===== config.mk =====
export PLATFORM = sky130hd
export DESIGN_NAME = mc_ctrl_fsm
export DESIGN_NICKNAME = d
export VERILOG_FILES = /design/src/rtl/mc_ctrl_fsm.sv
export SDC_FILE = /design/constraint.sdc
export NUM_CORES = 1
export LEC_CHECK = 0
export BUFFER_PORTS_ARGS = -buffer_cell sky130_fd_sc_hd__buf_2
export CAP_MARGIN = 20
export CORE_ASPECT_RATIO = 1.75
export CORE_UTILIZATION = 47
export CTS_CLUSTER_SIZE = 20
export DETAILED_ROUTE_END_ITERATION = 7
export PLACE_DENSITY = 0.78
export SYNTH_ARGS = -nofsm -noshare
export SYNTH_HDL_FRONTEND = slang
export SYNTH_SLANG_ARGS = --single-unit

===== constraint.sdc =====
create_clock -name clk -period 3.1 [get_ports clk]
set_clock_uncertainty 0.05 [all_clocks]
set_input_delay 0.155 -clock clk [delete_from_list [all_inputs] [get_ports clk]]
set_output_delay 0.155 -clock clk [all_outputs]
set_load 0.01 [all_outputs]

===== src/rtl/mc_ctrl_fsm.sv =====
// Multicycle MIPS-subset main control: Moore-decoded datapath controls; lw 5, sw/R/addi 4, beq/j 3 cycles.
// Waits on mem_ready in FETCH, MEMRD and MEMWR (each stalled cycle adds one); retire/cycle counters wrap.
module mc_ctrl_fsm #(
    parameter int CNT_WIDTH = 32
) (
    input  logic                 clk,
    input  logic                 rst,
    input  logic [5:0]           opcode,
    input  logic                 mem_ready,
    output logic                 pc_write,
    output logic                 pc_write_cond,
    output logic                 iord,
    output logic                 mem_read,
    output logic                 mem_write,
    output logic                 ir_write,
    output logic                 memtoreg,
    output logic                 regdst,
    output logic                 write_reg,
    output logic                 alu_src_a,
    output logic [1:0]           alu_src_b,
    output logic [1:0]           alu_op,
    output logic [1:0]           pc_source,
    output logic                 illegal_op,
    output logic [3:0]           state,
    output logic [CNT_WIDTH-1:0] instr_count,
    output logic [CNT_WIDTH-1:0] cycle_count
);

    typedef enum logic [3:0] {
        S_FETCH  = 4'd0,
        S_DECODE = 4'd1,
        S_MEMADR = 4'd2,
        S_MEMRD  = 4'd3,
        S_MEMWB  = 4'd4,
        S_MEMWR  = 4'd5,
        S_RTEXE  = 4'd6,
        S_RTWB   = 4'd7,
        S_BRANCH = 4'd8,
        S_JUMP   = 4'd9,
        S_ADDIEX = 4'd10,
        S_ADDIWB = 4'd11
    } state_e;

    localparam logic [5:0] OP_RTYPE = 6'b000000;
    localparam logic [5:0] OP_LW    = 6'b100011;
    localparam logic [5:0] OP_SW    = 6'b101011;
    localparam logic [5:0] OP_BEQ   = 6'b000100;
    localparam logic [5:0] OP_J     = 6'b000010;
    localparam logic [5:0] OP_ADDI  = 6'b001000;

    state_e                 state_q, state_d;
    logic [CNT_WIDTH-1:0]   instr_count_q, instr_count_d;
    logic [CNT_WIDTH-1:0]   cycle_count_q, cycle_count_d;
    logic                   retire;

    always_ff @(posedge clk) begin
        if (rst) begin
            state_q       <= S_FETCH;
            instr_count_q <= '0;
            cycle_count_q <= '0;
        end else begin
            state_q       <= state_d;
            instr_count_q <= instr_count_d;
            cycle_count_q <= cycle_count_d;
        end
    end

    always_comb begin
        state_d = S_FETCH;
        case (state_q)
            S_FETCH:  state_d = mem_ready ? S_DECODE : S_FETCH;
            S_DECODE: begin
                case (opcode)
                    OP_RTYPE:     state_d = S_RTEXE;
                    OP_LW, OP_SW: state_d = S_MEMADR;
                    OP_BEQ:       state_d = S_BRANCH;
                    OP_J:         state_d = S_JUMP;
                    OP_ADDI:      state_d = S_ADDIEX;
                    default:      state_d = S_FETCH;
                endcase
            end
            S_MEMADR: begin
                if (opcode == OP_LW) begin
                    state_d = S_MEMRD;
                end else if (opcode == OP_SW) begin
                    state_d = S_MEMWR;
                end else begin
                    state_d = S_FETCH;
                end
            end
            S_MEMRD:  state_d = mem_ready ? S_MEMWB : S_MEMRD;
            S_MEMWB:  state_d = S_FETCH;
            S_MEMWR:  state_d = mem_ready ? S_FETCH : S_MEMWR;
            S_RTEXE:  state_d = S_RTWB;
            S_RTWB:   state_d = S_FETCH;
            S_BRANCH: state_d = S_FETCH;
            S_JUMP:   state_d = S_FETCH;
            S_ADDIEX: state_d = S_ADDIWB;
            S_ADDIWB: state_d = S_FETCH;
            default:  state_d = S_FETCH;
        endcase
    end

    // An instruction retires on the edge leaving its final state.
    always_comb begin
        retire = 1'b0;
        case (state_q)
            S_MEMWB, S_RTWB, S_ADDIWB, S_BRANCH, S_JUMP: retire = 1'b1;
            S_MEMWR: retire = mem_ready;
            default: retire = 1'b0;
        endcase
        instr_count_d = instr_count_q + {{(CNT_WIDTH-1){1'b0}}, retire};
        cycle_count_d = cycle_count_q + {{(CNT_WIDTH-1){1'b0}}, 1'b1};
    end

    always_comb begin
        pc_write      = 1'b0;
        pc_write_cond = 1'b0;
        iord          = 1'b0;
        mem_read      = 1'b0;
        mem_write     = 1'b0;
        ir_write      = 1'b0;
        memtoreg      = 1'b0;
        regdst        = 1'b0;
        write_reg     = 1'b0;
        alu_src_a     = 1'b0;
        alu_src_b     = 2'b00;
        alu_op        = 2'b00;
        pc_source     = 2'b00;
        illegal_op    = 1'b0;
        if (!rst) begin
            case (state_q)
                S_FETCH: begin
                    mem_read  = 1'b1;
                    alu_src_b = 2'b01;
                    ir_write  = mem_ready;
                    pc_write  = mem_ready;
                end
                S_DECODE: begin
                    alu_src_b = 2'b11;
                    case (opcode)
                        OP_RTYPE, OP_LW, OP_SW, OP_BEQ, OP_J, OP_ADDI: illegal_op = 1'b0;
                        default: illegal_op = 1'b1;
                    endcase
                end
                S_MEMADR: begin
                    alu_src_a = 1'b1;
                    alu_src_b = 2'b10;
                end
                S_MEMRD: begin
                    mem_read = 1'b1;
                    iord     = 1'b1;
                end
                S_MEMWB: begin
                    write_reg = 1'b1;
                    memtoreg  = 1'b1;
                end
                S_MEMWR: begin
                    mem_write = 1'b1;
                    iord      = 1'b1;
                end
                S_RTEXE: begin
                    alu_src_a = 1'b1;
                    alu_op    = 2'b10;
                end
                S_RTWB: begin
                    write_reg = 1'b1;
                    regdst    = 1'b1;
                end
                S_BRANCH: begin
                    alu_src_a     = 1'b1;
                    alu_op        = 2'b01;
                    pc_write_cond = 1'b1;
                    pc_source     = 2'b01;
                end
                S_JUMP: begin
                    pc_write  = 1'b1;
                    pc_source = 2'b10;
                end
                S_ADDIEX: begin
                    alu_src_a = 1'b1;
                    alu_src_b = 2'b10;
                end
                S_ADDIWB: begin
                    write_reg = 1'b1;
                end
                default: begin
                    write_reg = 1'b0;
                end
            endcase
        end
    end

    assign state       = state_q;
    assign instr_count = instr_count_q;
    assign cycle_count = cycle_count_q;

endmodule


==> flow_metrics.env, run 1 <==
export IMPL_status="finished clean"
export IMPL_ios=94
export IMPL_synthMuxAreaShare=0.006482
export IMPL_final_common_cell="buf_2"
export IMPL_p_leak_nw=1.688
export IMPL_grt_start_max_net_pins=42
export IMPL_synth_compound_area_frac=0.1642
export IMPL_avgSynthCellArea_sq_um=8.156
export IMPL_crit_type="reg2reg"
export IMPL_dp_hpwl_microns=6217
export IMPL_crit_path_end_kind="flip-flop"
export IMPL_yosysUniqueCellTypes=42
export IMPL_ctsLongestPathBuffers=2
export IMPL_start_util=0.4838
export IMPL_dieArea_sq_um=7754
export IMPL_seq_area_frac_synth=0.3918
export IMPL_synth_nets=438
export IMPL_vias_per_cell=5.928
export IMPL_ys_ff_latch=68
export IMPL_slowest_stage="dfxtp_1"
export IMPL_io_buffers=93
export IMPL_cpMostUsedCell="ha_1"
export IMPL_maxCapViolCount=0
export IMPL_dpl_cell_area_sq_um=3979
export IMPL_crit_path_max_incr_delay_ns=0.45
export IMPL_first_pass_iters=4
export IMPL_post_cts_setup_buffers=0
export IMPL_drt_iter0_markers=194
export IMPL_htree_num_levels=3
export IMPL_cts_tree="built"
export IMPL_design_area_sq_um=4274
export IMPL_synth_adder_area_share=0.01368
export IMPL_antenna_found_initial=0
export IMPL_cp_required_ns=3.26
export IMPL_nets=521
export IMPL_wire_per_inst_microns=14.45
export IMPL_areaGrowthSynthToFinish_pct=23.01
export IMPL_postRouteAntennaNets=0
export IMPL_synthXorXnorAreaFrac=0.05798
export IMPL_synth_simple_area_share=0.3180
export IMPL_layout_common_cells="93 x buf_2, 68 x dfxtp_1, 48 x a21oi_1"
export IMPL_fmax_mhz=361.6
export IMPL_hp_class="in2reg"
export IMPL_core_rowCount=41
export IMPL_power_density_nw_per_um2=449.8
export IMPL_min_period_ns=2.766
export IMPL_drt_wl_total_microns=8670
export IMPL_relSlewSlack=0.4889
export IMPL_slew_violations=0
export IMPL_synth_top_family_by_area="simple AND/OR/NAND/NOR gates"
export IMPL_synth_edf_count=0
export IMPL_num_vias=3557
export IMPL_finalPower_mw=1.922
export IMPL_cts_buffers_inserted=9
export IMPL_rsz0062_at_grt="no"
export IMPL_ys_warn_count=0
export IMPL_nFillCells=644
export IMPL_die_h_microns=115.7
export IMPL_path_clk_slew_ns=0.05
export IMPL_period_share=0.8922
export IMPL_synth_ff_type="dfxtp_1"
export IMPL_irDropWorstVdd_v=0.0002998
export IMPL_setup_violations=0
export IMPL_crit_arrival_ns=2.93
export IMPL_syn_area_sq_um=3475
export IMPL_pre_cts_ws_ns=0.1842
export IMPL_core_area_sq_um=7182
export IMPL_routabilityCongestion=0.8653
export IMPL_async_flop_share=0
export IMPL_chipWidth_microns=67.00
export IMPL_hold_viol_final=0
export IMPL_cp_start_kind="flip-flop"
export IMPL_cts_sinks=68
export IMPL_clk_latency_ns=0.33
export IMPL_drive_gt1_frac=0.2471
export IMPL_grt_pass1_wl_microns=14220
export IMPL_drc=0
export IMPL_syn_inst=426
export IMPL_grt_overflow=0
export IMPL_track_usage=0.2386
export IMPL_setup_ws_ns=0.3342
export IMPL_worst_slew_pin_transition_ns=0.7667
export IMPL_worstPathCellList="nand2b_1 -> o21bai_1 -> a21oi_1 -> ha_1 -> ha_1 -> nand3_1 -> or3_4 -> nor4_1 -> mux2_2"
export IMPL_crit_path_max_fanout=14
export IMPL_num_antenna_cells=0
export IMPL_grt_pass1_vias=3284
export IMPL_cts_root_buffer="clkbuf_16"
export IMPL_finalSetupTns_ns=0
layout make-up:
cell class / instances / area [sq um] / area share
Clock buffer: 13 / 270.3 / 0.06323
Clock inverter: 3 / 20.02 / 0.004684
Inverter: 10 / 37.54 / 0.008782
Multi-Input combinational cell: 319 / 1952 / 0.4567
Sequential cell: 68 / 1361 / 0.3185
Tap cell: 86 / 107.6 / 0.02518
Timing Repair Buffer: 101 / 525.5 / 0.1230
through the flow:
stage | util | instances | hold slack, ns
after floorplan | - | 426 | 0.2582
after global placement | 0.5540 | 584 | 0.3859
after detailed placement | 0.5540 | 584 | 0.3945
after CTS | 0.5944 | 600 | 0.1214
after global routing | 0.5951 | 600 | 0.1328
final | 0.5951 | 600 | 0.1403
worst max-delay path: cells and delay by family, from the launching register on:
| family | cells | cell delay [ns] |
|---|---|---|
| AOI/OAI and AO/OA | 2 | 0.22 |
| adders and majority gates | 2 | 0.48 |
| DFF | 1 | 0.45 |
| muxes | 1 | 0.36 |
| and+or+nand+nor | 4 | 1.09 |
Yosys cell counts, types with 3 or more instances:
| library cell | count | share of area |
|---|---|---|
| nand4_1 | 14 | 0.025 |
| inv_1 | 10 | 0.011 |
| dfxtp_1 | 68 | 0.39 |
| a21o_1 | 3 | 0.0065 |
| nand3_1 | 19 | 0.027 |
| nor2b_1 | 7 | 0.013 |
| xnor2_1 | 7 | 0.018 |
| o31ai_1 | 25 | 0.054 |
| or2_2 | 3 | 0.0054 |
| ha_1 | 3 | 0.011 |
| and2_1 | 4 | 0.0072 |
| o21ai_0 | 18 | 0.026 |
| and4_1 | 6 | 0.015 |
| nor4_1 | 5 | 0.0090 |
| nor2_1 | 32 | 0.035 |
| clkbuf_1 | 16 | 0.017 |
| and3_1 | 7 | 0.013 |
| nand2_1 | 27 | 0.029 |
| or4_1 | 28 | 0.060 |
| buf_2 | 4 | 0.0058 |
| or3_1 | 17 | 0.031 |
| nor3_1 | 9 | 0.013 |
| xor2_1 | 16 | 0.040 |
| nand2b_1 | 3 | 0.0054 |
| buf_1 | 6 | 0.0065 |
| a21oi_1 | 48 | 0.069 |
sequential cells by signal (all words and copies together) (netlist names):
| name | count |
|---|---|
| cycle_count | 32 |
| instr_count | 32 |
| state | 4 |
logic make-up (layout without fill, tap and decap cells):
group                      Yosys count  after routing
AOI/OAI and AO/OA                   98             98
and+or+nand+nor                    192            192
xor gates and xnor gates            23             23
DFF                                 68             68
muxes                                2              2
buffers and inverters               39            127
adders and majority gates            4              4
power breakdown:
group | total (mW) | internal [mW] | leakage [nW] | switching (mW)
combinational | 0.0774 | 0.0276 | 1.00 | 0.0498
sequential | 0.883 | 0.879 | 0.548 | 0.00396
clock | 0.962 | 0.605 | 0.138 | 0.357
final timing paths:
path / slack, ns / cells past startpoint / end / startpoint
setup reg to reg: 0.33 / 9 / instr_count[22] / state[1]
hold reg to reg: 0.40 / 1 / cycle_count[0] / cycle_count[0]
setup / recovery: 0.33 / 9 / instr_count[22] / state[1]
hold / removal: 0.14 / 3 / state[0] / opcode[1]
layer usage:
layer	routed length, microns	up-vias	GRT usage	share of wire
met2	4690	111	0.4357	0.54
li1	-	1738	-	-
met4	280	0	0.1376	0.032
met1	3219	1686	0.2302	0.37
met5	0	-	0	0
met3	478	22	0.06791	0.055
what timing repair did:
| item | in CTS | in global routing |
|---|---|---|
| setup endpoints to repair | 0 | 1 |
| hold buffers | 0 | 0 |
| gates resized for setup | 0 | 1 |
Note: power is estimated with default switching activity, not from simulation.
==> inputs of run 2 (changes only) <==
Settings changed: ABC_AREA set to 1, CORE_MARGIN set to 4, CORE_UTILIZATION 47 to 49, PLACE_DENSITY 0.78 to 0.79.
==> flow_metrics.env, run 2 <==
export IMPL_status="finished clean"
export IMPL_cts_tree="built"
export IMPL_cp_top_family="simple AND/OR/NAND/NOR gates"
export IMPL_nets=765
export IMPL_num_vias=4398
export IMPL_holdBufCountCts=0
export IMPL_irDropWorstVdd_v=0.0003531
export IMPL_antenna_found_initial=0
export IMPL_fmax_mhz=407.4
export IMPL_p_leak_nw=1.852
export IMPL_chipWidth_microns=76.03
export IMPL_io_buffers=93
export IMPL_maxCapViolCount=0
export IMPL_cp_required_ns=3.24
export IMPL_power_density_nw_per_um2=409.5
export IMPL_crit_path_end_kind="flip-flop"
export IMPL_routabilityCongestion=0.9414
export IMPL_synth_area_leader_cell="dfxtp_1"
export IMPL_slowest_stage="dfxtp_1"
export IMPL_p_int_mw=1.553
export IMPL_setup_violations=0
export IMPL_synth_ff_type="dfxtp_1"
export IMPL_async_flop_share=0
export IMPL_dpl_cell_area_sq_um=4508
export IMPL_vias_per_cell=5.186
export IMPL_combPwrFrac=0.037
export IMPL_synth_area_leaders="dfxtp_1 34%, nand2_1 19%, nor2_1 12%, inv_1 7.8%, a21oi_1 6.3%"
export IMPL_yosysTopAreaCellShare=0.3430
export IMPL_nFillCells=783
export IMPL_ys_ff_latch=68
export IMPL_post_cts_setup_buffers=0
export IMPL_drt_iter0_markers=167
export IMPL_track_usage=0.2470
export IMPL_crit_path_max_incr_delay_ns=0.35
export IMPL_p_sw_mw=0.4168
export IMPL_final_cells=848
export IMPL_p_seq_frac=0.449
export IMPL_wire_per_inst_microns=14.09
export IMPL_crit_arrival_ns=2.60
export IMPL_first_pass_iters=7
export IMPL_postRouteAntennaNets=0
export IMPL_slew_violations=0
export IMPL_layout_common_cells="199 x nand2_1, 130 x nor2_1, 93 x buf_2"
export IMPL_clockPowerShare=0.514
export IMPL_rsz0062_at_grt="no"
export IMPL_core_area_sq_um=7909
export IMPL_die_h_microns=127.1
export IMPL_grt_start_max_net_pins=35
export IMPL_grt_pass1_vias=4294
export IMPL_crit_type="reg2reg"
export IMPL_seq_area_frac_synth=0.3430
export IMPL_design_area_sq_um=4810
export IMPL_ios=94
export IMPL_syn_inst=658
export IMPL_worstPathCellList="inv_1 -> nor2_1 -> inv_1 -> o221ai_1 -> ha_1 -> ha_1 -> nand2_1 -> nor2_4 -> nand2_2 -> nor2_1 -> xor2_1 -> nor2_1"
export IMPL_htree_num_levels=3
export IMPL_worst_slew_pin_transition_ns=0.6203
export IMPL_synthMostInstantiatedCell="nand2_1"
export IMPL_start_util=0.5018
export IMPL_finalSetupTns_ns=0
export IMPL_drt_wl_total_microns=11950
export IMPL_grt_overflow=0
export IMPL_ys_warn_count=0
export IMPL_min_period_ns=2.455
export IMPL_period_share=0.7919
export IMPL_yosysUniqueCellTypes=28
export IMPL_dp_cells=832
export IMPL_grt_pass1_wl_microns=19130
export IMPL_dp_hpwl_microns=9585
export IMPL_drc=0
export IMPL_cts_buffers_inserted=9
export IMPL_cp_start_kind="flip-flop"
export IMPL_hp_class="in2reg"
export IMPL_power_share_switching=0.2116
export IMPL_cts_root_buffer="clkbuf_16"
export IMPL_clk_latency_ns=0.33
export IMPL_synthTopCellsByCount="199 x nand2_1, 130 x nor2_1, 83 x inv_1"
export IMPL_syn_area_sq_um=3969
export IMPL_crit_path_max_fanout=6
export IMPL_areaGrowthSynthToFinish_pct=21.19
export IMPL_critPathBufInv=2
export IMPL_dieArea_sq_um=9660
export IMPL_final_common_cell="nand2_1"
export IMPL_avgSynthCellArea_sq_um=6.032
export IMPL_cts_sinks=68
export IMPL_path_clk_slew_ns=0.05
export IMPL_core_rowCount=43
export IMPL_ctsLongestPathBuffers=2
export IMPL_synth_edf_count=0
export IMPL_synth_nets=670
export IMPL_relSlewSlack=0.5865
export IMPL_hold_viol_final=0
export IMPL_num_antenna_cells=0
export IMPL_cts_resized=0
export IMPL_drive_gt1_frac=0.1821
export IMPL_cpMostUsedCell="nor2_1"
[run 2: cell types whose count changed after synthesis, moves of 7 or more]
cell      before  now
or3_1         17    0
inv_1         10   83
clkbuf_1      16    7
nor2b_1        7    0
and3_1         7    0
xor2_1        16    3
nor2_2         0   15
nand4_1       14    4
nand3_1       19   34
o31ai_1       25    0
nor2_1        32  130
or4_1         28    0
nand2_1       27  199
[run 2: cell type report]
| cell class | count | area, sq um | area share |
|---|---|---|---|
| Multi-Input combinational cell | 497 | 2250 | 0.4677 |
| Timing Repair Buffer | 94 | 473.0 | 0.09834 |
| Sequential cell | 68 | 1361 | 0.2830 |
| Clock buffer | 16 | 301.5 | 0.06270 |
| Inverter | 83 | 311.5 | 0.06478 |
| Tap cell | 90 | 112.6 | 0.02341 |
[run 2: worst paths after layout]
check,endpoint,slack (ns),startpoint,depth (start not counted)
setup / recovery,instr_count[16],0.65,state[3],12
hold / removal,state[2],0.17,opcode[3],5
setup reg to reg,instr_count[16],0.65,state[3],12
hold reg to reg,cycle_count[0],0.42,cycle_count[0],1
[run 2: logic make-up after synthesis]
group | Yosys count | share of synthesized area
buf+inv | 93 | 0.09016
flops | 68 | 0.3430
compound gates | 77 | 0.1021
fa+ha+maj | 3 | 0.009459
simple gates | 411 | 0.4420
xor+xnor | 6 | 0.01324
[run 2: worst min-delay path, delay by kind of cell]
family	cells	cell delay, ns
and+or+nand+nor	4	0.24
buffers and inverters	1	0.11
[run 2: metrics by stage]
step | total power, mW | utilization | worst slack (ns) | hold WS, ns
2_1_floorplan | 0.9489 | - | 0.8767 | 0.3087
3_3_place_gp | 0.9741 | 0.5700 | 0.7669 | 0.4030
3_5_place_dp | 0.9765 | 0.5700 | 0.6513 | 0.4170
4_1_cts | 1.990 | 0.6081 | 0.6472 | 0.1581
5_1_grt | 2.042 | 0.6081 | 0.4130 | 0.2257
6_report | 1.970 | 0.6081 | 0.6451 | 0.1748
[run 2: metal layers]
| layer | wire (microns) | part of all wire | global-route usage | vias up |
|---|---|---|---|---|
| met1 | 4093 | 0.34 | 0.2235 | 1971 |
| met3 | 573 | 0.048 | 0.05007 | 42 |
| met4 | 714 | 0.060 | 0.1698 | 0 |
| met5 | 0 | 0 | 0 | - |
| li1 | - | - | - | 2243 |
| met2 | 6564 | 0.55 | 0.4758 | 142 |
[run 2: power groups by stage]
stage	Clock, mW	Combinational (mW)	Sequential, mW
floorplan	0	0.0442	0.905
CTS	1.03	0.0736	0.885
finish	1.01	0.0724	0.885
global route	1.08	0.0811	0.885
global placement	0	0.0712	0.903
detailed placement	0	0.0731	0.903
==> inputs of run 3 (changes only) <==
Settings changed: ABC_AREA 1 to 0, CORE_UTILIZATION 49 to 53, PLACE_DENSITY 0.79 to 0.82.
Clock period 3.1 ns to 2.3 ns, I/O delays scaled along.
==> flow_metrics.env, run 3 (synthesis results as in run 1) <==
export IMPL_status="finished, violations left"
export IMPL_violations="setup timing"
export IMPL_drive_gt1_frac=0.3216
export IMPL_final_cells=621
export IMPL_drc=0
export IMPL_cp_top_family="simple AND/OR/NAND/NOR gates"
export IMPL_cts_sinks=68
export IMPL_areaGrowthSynthToFinish_pct=30.28
export IMPL_grt_busiest_layer="met2"
export IMPL_use_met3=0.06474
export IMPL_gr_usage_met2=0.4560
export IMPL_period_share=1.028
export IMPL_crit_path_max_fanout=4
export IMPL_cts_root_buffer="clkbuf_8"
export IMPL_cpMostUsedCell="a21oi_1"
export IMPL_path_depth=8
export IMPL_cp_required_ns=2.53
export IMPL_crit_path_end_kind="flip-flop"
export IMPL_crit_arrival_ns=2.60
export IMPL_die_h_microns=115.1
export IMPL_core_rowCount=38
export IMPL_power_density_nw_per_um2=504.2
export IMPL_drt_wl_total_microns=9808
export IMPL_antenna_found_initial=0
export IMPL_maxCapViolCount=0
export IMPL_vias_per_cell=5.928
export IMPL_setup_ws_ns=-0.06531
export IMPL_postRouteAntennaNets=0
export IMPL_chipWidth_microns=69.21
export IMPL_nets=548
export IMPL_rr_worst_depth=8
export IMPL_slowest_stage="or4_4"
export IMPL_layout_common_cells="93 x buf_2, 65 x dfxtp_1, 46 x a21oi_1"
export IMPL_cts_tree="built"
export IMPL_hold_viol_final=0
export IMPL_dieArea_sq_um=7966
export IMPL_relSlewSlack=0.7395
export IMPL_start_util=0.5536
export IMPL_cts_buffers_inserted=9
export IMPL_hp_class="in2reg"
export IMPL_crit_path_max_incr_delay_ns=0.55
export IMPL_routabilityCongestion=0.8436
export IMPL_clk_latency_ns=0.35
export IMPL_slew_violations=0
export IMPL_irDropWorstVdd_v=0.0003463
export IMPL_htree_num_levels=3
export IMPL_rsz0062_at_grt="yes"
export IMPL_final_common_cell="buf_2"
export IMPL_crit_type="reg2reg"
export IMPL_worstPathCellList="nand2b_4 -> o21bai_1 -> a21oi_1 -> ha_2 -> nand3_4 -> or4_4 -> or4_1 -> a21oi_1"
export IMPL_critPathBufInv=0
export IMPL_finalSetupTns_ns=-0.2239
export IMPL_fmax_mhz=422.8
export IMPL_drt_iter0_markers=227
export IMPL_ctsLongestPathBuffers=2
export IMPL_path_clk_slew_ns=0.07
export IMPL_grt_overflow=0
export IMPL_dp_cells=596
export IMPL_cp_start_kind="flip-flop"
export IMPL_setup_violations=7
export IMPL_num_vias=3681
export IMPL_grt_start_max_net_pins=38
export IMPL_track_usage=0.2466
export IMPL_wire_per_inst_microns=15.79
export IMPL_first_pass_iters=5
export IMPL_num_antenna_cells=0
export IMPL_whs_path_depth=3
export IMPL_gr_usage_met1=0.2512
export IMPL_dp_hpwl_microns=6889
export IMPL_holdBufCountCts=0
export IMPL_io_buffers=93
export IMPL_p_leak_nw=1.825
export IMPL_grt_pass1_wl_microns=16090
export IMPL_worst_slew_pin_transition_ns=0.3908
export IMPL_ios=94
export IMPL_min_period_ns=2.365
export IMPL_grt_pass1_vias=3515
export IMPL_core_area_sq_um=6276
[run 3: cell types whose count changed in the layout (fill, tap and decap cells not counted), moves of 10 or more]
| cell | delta |
|---|---|
| nand2_1 | -172 |
| nor2_2 | -15 |
| or4_1 | +24 |
| or3_1 | +16 |
| o31ai_1 | +22 |
| buf_4 | +31 |
| nor2_1 | -98 |
| xor2_1 | +13 |
| nand4_1 | +10 |
| nand3_1 | -16 |
| inv_1 | -73 |
[run 3: power breakdown]
group / leakage (nW) / internal [mW] / switching, mW
sequential: 0.550 / 1.18 / 0.00623
combinational: 1.17 / 0.0437 / 0.0692
clock: 0.100 / 0.529 / 0.453
total: 1.82 / 1.75 / 0.528
[run 3: worst paths after layout]
| kind | from | endpoint | slack [ns] |
|---|---|---|---|
| worst max register to register | state[1] | instr_count[19] | -0.07 |
| worst min register to register | cycle_count[0] | cycle_count[0] | 0.42 |
| worst min-delay path | rst | state[3] | 0.07 |
| worst max-delay path | state[1] | instr_count[19] | -0.07 |
[run 3: per-layer routing]
layer / routed length, microns / vias to the layer above
li1: - / 1798
met1: 3679 / 1724
met2: 5235 / 128
met3: 559 / 31
met4: 333 / 0
met5: 0 / -
[run 3: worst reg2reg max path, stage by stage (launching register included)]
cell and delay [ns]:
dfxtp_4 0.37, nand2b_4 0.12, o21bai_1 0.06, a21oi_1 0.13, ha_2 0.25, nand3_4 0.10
or4_4 0.55, or4_1 0.50, a21oi_1 0.15
[run 3: stage by stage]
step	util	hold WS [ns]	cell area [sq um]	power, mW	worst slack (ns)
after global placement	0.6641	0.3915	4168	1.320	-0.01882
after global routing	0.7213	0.08087	4527	2.354	-0.1471
after floorplan	-	0.2182	3593	1.279	-0.2971
after detailed placement	0.6641	0.4128	4168	1.323	-0.1323
after CTS	0.7113	0.05456	4464	2.297	-0.1017
final	0.7213	0.06723	4527	2.282	-0.06531
[run 3: cell type report]
type	count	area, sq um
flip-flops and latches	68	1370
multi-input cells	321	2108
clock buffers	12	145.1
repair buffers	126	716.9
well taps	80	100.1
clock inverters	4	48.80
fillers	527	1749
inverters	10	37.54
[run 3: what timing repair did]
action,CTS,global route
gates cloned,2,0
setup endpoints to repair,15,18
pin swaps,10,10
setup buffers,6,1
gates resized for setup,10,12
